**src/rtl/masked_ctrl_pkg.sv**
```systemverilog
// Shared types for the masked S-box iteration controller: FSM state encoding
// and the share-slice width helper used to size shared buses.
package masked_ctrl_pkg;

  typedef enum logic [1:0] {
    IDLE = 2'd0,
    RUN  = 2'd1,
    DONE = 2'd2
  } state_e;

  function automatic int share_bits(input int ns, input int width);
    return ns * width;
  endfunction

endpackage

```
**src/rtl/masked_share_mux.sv**
```systemverilog
// NS-share public-select multiplexer, purely combinational (0 cycles).
// Each share is steered independently so no share ever meets another.
module masked_share_mux
  import masked_ctrl_pkg::*;
#(
  parameter int NS    = 2,
  parameter int WIDTH = 8
) (
  input  logic                               sel_b,
  input  logic [share_bits(NS, WIDTH)-1:0]   a,
  input  logic [share_bits(NS, WIDTH)-1:0]   b,
  output logic [share_bits(NS, WIDTH)-1:0]   y
);

  for (genvar i = 0; i < NS; i++) begin : g_share
    assign y[i*WIDTH +: WIDTH] = sel_b ? b[i*WIDTH +: WIDTH] : a[i*WIDTH +: WIDTH];
  end

endmodule

```
**src/rtl/masked_sbox_iter_ctrl.sv**
```systemverilog
// Iterates a shared value through an external LAT-cycle S-box pipeline for
// rounds_q rounds; done pulses rounds_q*LAT+1 cycles after start is accepted.
module masked_sbox_iter_ctrl
  import masked_ctrl_pkg::*;
#(
  parameter int SEC_ORDER  = 1,
  parameter int WIDTH      = 8,
  parameter int LAT        = 2,
  parameter int MAX_ROUNDS = 16,
  localparam int NS = SEC_ORDER + 1,
  localparam int RW = $clog2(MAX_ROUNDS + 1),
  localparam int BW = share_bits(NS, WIDTH)
) (
  input  logic          clk,
  input  logic          rst,
  input  logic          start,
  input  logic [RW-1:0] n_rounds,
  input  logic [BW-1:0] value_in,
  input  logic [BW-1:0] sbox_out,
  output logic [BW-1:0] sbox_in,
  output logic [BW-1:0] value_out,
  output logic          busy,
  output logic          done,
  output logic          synch
);

  localparam int LW = (LAT > 1) ? $clog2(LAT) : 1;

  state_e        state_q, state_d;
  logic [LW-1:0] lat_cnt_q, lat_cnt_d;
  logic [RW-1:0] rnd_cnt_q, rnd_cnt_d;
  logic [RW-1:0] rounds_q, rounds_d;
  logic [BW-1:0] value_q, value_d;
  logic          round_end;

  // Everything below depends only on flops, keeping start off these outputs.
  assign round_end = (state_q == RUN) && (lat_cnt_q == LW'(LAT - 1));
  assign synch     = round_end;
  assign busy      = (state_q == RUN);
  assign done      = (state_q == DONE);
  assign value_out = value_q;

  masked_share_mux #(
    .NS    (NS),
    .WIDTH (WIDTH)
  ) u_share_mux (
    .sel_b (rnd_cnt_q != '0),
    .a     (value_in),
    .b     (value_q),
    .y     (sbox_in)
  );

  always_comb begin
    state_d   = state_q;
    lat_cnt_d = lat_cnt_q;
    rnd_cnt_d = rnd_cnt_q;
    rounds_d  = rounds_q;
    value_d   = value_q;
    case (state_q)
      IDLE, DONE: begin
        state_d = IDLE;
        if (start) begin
          if (n_rounds == '0)                    rounds_d = RW'(1);
          else if (n_rounds > RW'(MAX_ROUNDS))   rounds_d = RW'(MAX_ROUNDS);
          else                                   rounds_d = n_rounds;
          lat_cnt_d = '0;
          rnd_cnt_d = '0;
          state_d   = RUN;
        end
      end
      RUN: begin
        lat_cnt_d = round_end ? '0 : lat_cnt_q + LW'(1);
        if (round_end) begin
          value_d   = sbox_out;
          rnd_cnt_d = rnd_cnt_q + RW'(1);
          if (rnd_cnt_q == rounds_q - RW'(1)) state_d = DONE;
        end
      end
      default: state_d = IDLE;
    endcase
  end

  always_ff @(posedge clk or negedge rst) begin
    if (!rst) begin
      state_q   <= IDLE;
      lat_cnt_q <= '0;
      rnd_cnt_q <= '0;
      rounds_q  <= RW'(1);
      value_q   <= '0;
    end else begin
      state_q   <= state_d;
      lat_cnt_q <= lat_cnt_d;
      rnd_cnt_q <= rnd_cnt_d;
      rounds_q  <= rounds_d;
      value_q   <= value_d;
    end
  end

endmodule

```
**config.mk**
```make
export PLATFORM = sky130hd
export DESIGN_NAME = masked_sbox_iter_ctrl
export DESIGN_NICKNAME = d
export VERILOG_FILES = /design/src/rtl/masked_ctrl_pkg.sv /design/src/rtl/masked_share_mux.sv /design/src/rtl/masked_sbox_iter_ctrl.sv
export SDC_FILE = /design/constraint.sdc
export NUM_CORES = 1
export LEC_CHECK = 0
export CAP_MARGIN = 10
export CORE_UTILIZATION = 66
export DETAILED_ROUTE_END_ITERATION = 7
export DONT_BUFFER_PORTS = 1
export GPL_TIMING_DRIVEN = 0
export HOLD_SLACK_MARGIN = 0.05
export PLACE_DENSITY = 0.81
export SYNTH_ARGS = -nofsm -noshare
export SYNTH_HDL_FRONTEND = slang
export SYNTH_HIERARCHICAL = 1
export SYNTH_SLANG_ARGS = --single-unit
```
**constraint.sdc**
```tcl
create_clock -name clk -period 5.26 [get_ports clk]
set_clock_uncertainty 0.15 [all_clocks]
set_input_delay 0.526 -clock clk [delete_from_list [all_inputs] [get_ports clk]]
set_output_delay 0.526 -clock clk [all_outputs]
set_load 0.005 [all_outputs]
```
==> results of run 1 <==
layout by cell type, fill, tap and decap left out, drive strengths merged:
master	count
nor4b	1
dfstp	1
xnor2	4
nand4	1
xor2	5
nand3b	3
ha	3
nand2	58
nor3	2
and2b	1
a21oi	1
o31a	1
o21ai	6
mux2	16
inv	6
o211ai	1
dlygate4sd3	1
and4bb	1
a41oi	1
nand3	3
or4b	1
clkbuf	9
dfrtp	28
nor2b	4
nor2	6
nand2b	1
o31ai	1
buf	7
registers in the layout, indices dropped and copies added (netlist names):
register and flops:
value_out 16, rnd_cnt_q 5, rounds_q 5, state_q 2, lat_cnt_q 1
final timing paths:
kind	from	to
worst max-delay path	rnd_cnt_q[1]	sbox_in[6]
worst min-delay path	sbox_out[2]	value_out[2]
worst max register to register	rounds_q[0]	state_q[0]
worst min register to register	rounds_q[4]	rounds_q[4]
max in group asynchronous	rst	rounds_q[0]
min in group asynchronous	rst	value_out[6]
kinds of logic after synthesis:
group                    synth area share (%)
flip-flops                               45.5
adder cells (fa/ha/maj)                  2.35
AO/OA/AOI/OAI                            4.54
XOR/XNOR                                 4.93
buffers and inverters                    5.63
AND/OR/NAND/NOR                          23.5
multiplexers                             13.6
through the flow:
step | power, mW | std cells
2_1_floorplan | 1.02 | 163
3_3_place_gp | 1.11 | 191
3_5_place_dp | 1.14 | 191
4_1_cts | 1.27 | 201
5_1_grt | 1.37 | 201
6_report | 1.26 | 201
per-layer routing:
metal / GRT usage [%] / wire length (µm) / up-vias
met5: 0 / 0 / -
met4: 8.11 / 29 / 0
met3: 9.52 / 262 / 5
met2: 49.6 / 1630 / 54
met1: 28.8 / 1160 / 540
li1: - / - / 551
power by group through the flow:
stage / clock, mW / combinational (mW) / sequential, mW
after global routing: 0.139 / 0.767 / 0.463
after floorplan: 0 / 0.601 / 0.420
after global placement: 0 / 0.667 / 0.443
after detailed placement: 0 / 0.690 / 0.450
final: 0.123 / 0.695 / 0.447
after CTS: 0.127 / 0.701 / 0.446
timing repair:
item | in CTS | in global routing
hold endpoints to repair | 29 | 0
gates resized for setup | 0 | 0
hold buffers | 2 | 0
layout make-up:
cell class              count  area, µm²
inverters                   6       22.5
clock buffers               8       48.8
plain buffers               7       67.6
well taps                  28       35.0
multi-input cells         121        782
flip-flops and latches     29        727
repair buffers              2       30.0
fillers                   171        542
==> impl_results.md, run 1 <==
* Status: completed
* Die width at 51.2 µm
* 1st-iter DRT viols at 16
* CP peak stage delay at around 0.6 ns
* Net Switching at 0.519 mW
* Clk sinks at 29
* Lkg Pwr at around 0.85 nW
* Clock Power Share at approximately a tenth
* Crit. End Element: output port
* Worst-path clk slew at ~0.090 ns
* Clock root cell: clkbuf_4
* Sequential area share after synthesis at 45.5%
* Ranking of synthesized cells by area: dfrtp_1 (44%), nand2_1 (13%), mux2_4 (9.4%)
* Cell count of the worst reg-to-reg path at 6
* Most common library cells after synthesis: nand2_1 (57), dfrtp_1 (28), mux2_4 (10)
* CP Max Fanout at 10
* Core Area at approximately 2300 µm²
* Via-to-Cell Ratio at approximately 5.7
* Number of synthesized flops with an enable pin at 0
* Die ar. at roughly 2600 µm²
* CP delay by family, top: simple AND/OR/NAND/NOR gates
* Cells after synthesis at around 160
* R2R setup slack at approximately 3.5 ns
* Most common cell in the netlist: nand2_1
* Seq pwr share at a little over a third
* Syn. warnings at 6
* CTS tree: built
* Die H at just over 50 µm
* Worst-Margin Slew at ~0.39 ns
* HPWL after DPL at ~2200 µm
* Routed wire length at about 3100 µm
* Final setup viols at 0
* Placement Cell Area at around 1600 µm²
* CP required at about 4.6 ns
* DRT antenna net count at 0
* Cell row count at 17
* Pin count of the biggest net entering global routing at 30
* Combinational share of power at 54.9%
* Post-CTS Setup Bufs at 0
* Final Hold Fails at 0
* Synthesized area at 1600 µm²
* Vias in the first global route at roughly 1100
* Fmax at around 350 MHz
* Diodes inserted at 0
* RSZ-0062 raised after global routing: no
* Routed len/inst at between 15 and 20 µm
* GPL Wtd Cong at around 0.87
* Ratio of cells with drive above 1 in the final layout at 20.2%
* VDD IR max at roughly 0.43 mV
* Switching portion of total power at 41.1%
* Worst EP arrival at approximately 2.2 ns
* Syn nets at between 200 and 250
* Syn_area_per_cell at around 10 µm²
* Global-route wire length before repair at roughly 5000 µm
* Number of buffers created by CTS at 5
* Nets at 215
* Final Util at 76.0%
* Synth async-reset ratio at 100%
* Area leader, netlist: dfrtp_1
* Setup crit start kind: register
* Syn-to-layout area delta at 7.12%
* Pre-antenna DRT Iters at 4
* Minimum clock period at between 2 and 3 ns
* Pwr dens at 738 nW/µm²
* # DRC at 0
* Period utilization at 54.9%
* Slew margin rel. at between 70% and 80%
* Clock Path Buffers at 2
* Via Count at between 1000 and 1500
* CP max stage cell: or4b_2
* Setup TNS at 0 ns
* WP buf/inv at 3
* Area fraction of the dominant cell type after synthesis at 43.8%
* PortBufs at 0
* Hold path cells at 2
* Design Area, Final at between 1500 and 2000 µm²
* Initial antenna violation count at 0
* CP Class: reg -> out
* Top Ports at 75
* Hold Crit Class: in -> reg
* Hold slack at 0.157 ns
* Max-cap violations at 0
* GRT Util Overall at 27.0%
* Flops & latches, synth at 29
* Setup WS pre-CTS at between 2 and 3 ns
* Distinct cells, synth at 33
* WP depth at 6
* Synth Flop Type: dfrtp_1
* Gr ovfl total at 0
* Initial Utilization at around 70%
* Internal power at about 0.75 mW
* Clk_lat worst skew at roughly 0.32 ns
* Worst setup margin at about 2.4 ns
* Worst-path cell chain: inv_1, ha_1, or4b_2, buf_6, buf_12, mux2_4
* Slew Viols, Final at 0
* H-Tree Depth at 2
Power figures use the tool's default switching activity.
==> run 2, diff against run 1 <==
ABC_AREA = 1   (was default)
CORE_UTILIZATION = 62   (was 66)
PLACE_DENSITY = 0.77   (was 0.81)
clock period = 2.82 ns   (was 5.26 ns; I/O delays follow)
==> run 2 against run 1 <==
  * Power fell by 29%
  * Via count rose by 35%
  * Register-to-register slack got worse by 2.5 ns
  * Synthesized cell count up 41%
  * Design area grew 15%
  * Clock power grew 93%
  * Critical path depth grew 2
  * Utilization grew 3.5 points
  * Cell count increased by 45%
  * Sequential share of layout area fell by 5.5 points
  * Synthesized area rose by 2.0%
  * Worst hold slack got worse by 0.0012 ns
  * Largest cell class unchanged
==> impl_results.md, run 2 <==
* Fmax at between 400 and 500 MHz
* Syn-to-layout area delta at 20.6% (was 7.12%)
* CTS tree: built (unchanged)
* Die width at 53.3 µm (was 51.2 µm)
* VDD IR max at 0.412 mV (was 0.427 mV)
* Setup TNS at 0 ns (unchanged)
* Crit. End Element: output port (unchanged)
* PortBufs at 0 (unchanged)
* Worst-path cell chain: inv_1, ha_1, nand4_1, buf_6, inv_6, buf_12, nand2_2, nand2_1 (was inv_1, ha_1, or4b_2, buf_6, buf_12, mux2_4)
* Post-CTS Setup Bufs at 0 (unchanged)
* Number of buffers created by CTS at 5 (unchanged)
* Cell row count at 18 (was 17)
* Synthesized area at 1630 µm² (was 1600 µm²)
* Via Count at 1547 (was 1150)
* Syn nets at 273 (was 206)
* Pre-antenna DRT Iters at 4 (unchanged)
* Number of synthesized flops with an enable pin at 0 (unchanged)
* Worst-Margin Slew at 0.226 ns (was 0.391 ns)
* Initial antenna violation count at 0 (unchanged)
* Most common cell in the netlist: nand2_1 (unchanged)
* Worst-path clk slew at 0.09 ns (about the same)
* Clock root cell: clkbuf_4 (unchanged)
* Hold slack at 0.156 ns (was 0.157 ns)
* Status: completed (unchanged)
* Setup crit start kind: register (unchanged)
* Most common library cells after synthesis: nand2_1 (126), dfrtp_1 (28), inv_1 (22) (was nand2_1 (57), dfrtp_1 (28), mux2_4 (10))
* Die ar. at 2840 µm² (was 2620 µm²)
* Max-cap violations at 0 (unchanged)
* H-Tree Depth at 2 (unchanged)
* Die H at 53.3 µm (was 51.2 µm)
* Worst setup margin at 0.704 ns (was 2.37 ns)
* Pwr dens at 456 nW/µm² (was 738 nW/µm²)
* CP peak stage delay at 0.42 ns (was 0.60 ns)
* Pin count of the biggest net entering global routing at 30 (unchanged)
* Sequential area share after synthesis at 44.6% (was 45.5%)
* Area fraction of the dominant cell type after synthesis at 42.9% (was 43.8%)
* Vias in the first global route at 1424 (was 1119)
* Area leader, netlist: dfrtp_1 (unchanged)
* Clk_lat worst skew at 0.33 ns (was 0.32 ns)
* 1st-iter DRT viols at 44 (was 16)
* Lkg Pwr at 1.09 nW (was 0.853 nW)
* Core Area at 2480 µm² (was 2250 µm²)
* Slew Viols, Final at 0 (unchanged)
* Initial Utilization at 65.9% (was 70.9%)
* Global-route wire length before repair at 6090 µm (was 5030 µm)
* Flops & latches, synth at 29 (unchanged)
* Hold Crit Class: in -> reg (unchanged)
* GRT Util Overall at 31.1% (was 27.0%)
* Syn_area_per_cell at 7.09 µm² (was 9.81 µm²)
* Worst EP arrival at 1.68 ns (was 2.21 ns)
* HPWL after DPL at 2540 µm (was 2240 µm)
* Final Hold Fails at 0 (unchanged)
* Cells after synthesis at 230 (was 163)
* Nets at 304 (was 215)
* Routed len/inst at 13.4 µm (was 15.3 µm)
* RSZ-0062 raised after global routing: no (unchanged)
* WP buf/inv at 4 (was 3)
* CP delay by family, top: buffers and inverters (was simple AND/OR/NAND/NOR gates)
* Synth Flop Type: dfrtp_1 (unchanged)
* Minimum clock period at around 2.1 ns
* CP required at 2.39 ns (was 4.58 ns)
* Setup WS pre-CTS at 1.02 ns (was 2.73 ns)
* Most frequent cells in the layout: nand2_1 (126), dfrtp_1 (28), dlygate4sd3_1 (23) (was nand2_1 (57), dfrtp_1 (28), mux2_4 (10))
* Syn. warnings at 6 (unchanged)
* Final setup viols at 0 (unchanged)
* Period utilization at around 75%
* Max FFs per register at 16 (unchanged)
* GPL Wtd Cong at 0.819 (was 0.872)
* Via-to-Cell Ratio at 5.30 (was 5.72)
* DRT antenna net count at 0 (unchanged)
* Routed wire length at 3910 µm (was 3080 µm)
* Synth async-reset ratio at 100% (unchanged)
* Diodes inserted at 0 (unchanged)
* CP Max Fanout at 10 (unchanged)
* Most common cell after layout, fill and taps aside: nand2_1 (unchanged)
* Clk sinks at 29 (unchanged)
* Ratio of cells with drive above 1 in the final layout at 9.16% (was 20.2%)
* Top Ports at 75 (unchanged)
* CP Class: reg -> out (unchanged)
* Distinct cells, synth at 20 (was 33)
* Clock Path Buffers at 2 (unchanged)
* # DRC at 0 (unchanged)
* Ranking of synthesized cells by area: dfrtp_1 (43%), nand2_1 (29%), inv_1 (5.1%) (was dfrtp_1 (44%), nand2_1 (13%), mux2_4 (9.4%))
* Gr ovfl total at 0 (unchanged)
* Slew margin rel. at 84.9% (was 73.9%)
* CP max stage cell: dfrtp_1 (was or4b_2)
[run 2: layout make-up]
type | count | area [µm²]
timing repair buffer | 24 | 250
buffer | 7 | 80.1
sequential | 29 | 727
tap | 30 | 37.5
multi-input combinational | 170 | 729
clock buffer | 8 | 48.8
fill | 187 | 509
inverter | 24 | 95.1
[run 2: through the flow]
step | util, % | power (mW) | cells | area (µm²)
2_1_floorplan | - | 0.595 | 230 | 1630
3_3_place_gp | 67.4 | 0.620 | 260 | 1670
3_5_place_dp | 67.4 | 0.628 | 260 | 1670
4_1_cts | 79.4 | 0.899 | 292 | 1970
5_1_grt | 79.4 | 0.950 | 292 | 1970
6_report | 79.4 | 0.898 | 292 | 1970
[run 2: cell families after synthesis]
logic type	share of synthesized area [%]
flip-flops	44.6
adder cells (fa/ha/maj)	2.30
AO/OA/AOI/OAI	4.52
AND/OR/NAND/NOR	37.9
buffers and inverters	10.7
[run 2: final timing paths]
kind | startpoint | to | slack [ns] | depth (start not counted)
max | rnd_cnt_q[0] | sbox_in[5] | 0.70 | 8
max reg2reg | state_q[0] | rounds_q[3] | 0.99 | 6
max in group asynchronous | rst | rounds_q[0] | 2.02 | 2
min in group asynchronous | rst | value_out[2] | 0.26 | 2
min reg2reg | value_out[8] | value_out[8] | 0.39 | 2
min | start | lat_cnt_q | 0.16 | 3
[run 2: worst min-delay path: stages]
cell and delay (ns):
nand2_1 0.14, nand2_1 0.12, a21oi_1 0.06
[run 2: power breakdown]
group          total [mW]  internal, mW  switching (mW)
clock network       0.238        0.0991           0.139
logic               0.196        0.0834           0.113
registers           0.464         0.441          0.0226
total               0.898         0.624           0.274
[run 2: what timing repair did]
action | CTS | global route
hold buffers | 24 | 0
endpoints found under the hold margin | 50 | 0
resized for setup | 0 | 0
[run 2: metal layers]
layer / part of all wire (%) / global-route usage [%] / up-vias
met5: 0 / 0 / -
met4: 3.3 / 18.0 / 0
met3: 7.0 / 7.76 / 16
li1: - / - / 761
met1: 38 / 33.0 / 706
met2: 52 / 54.8 / 64
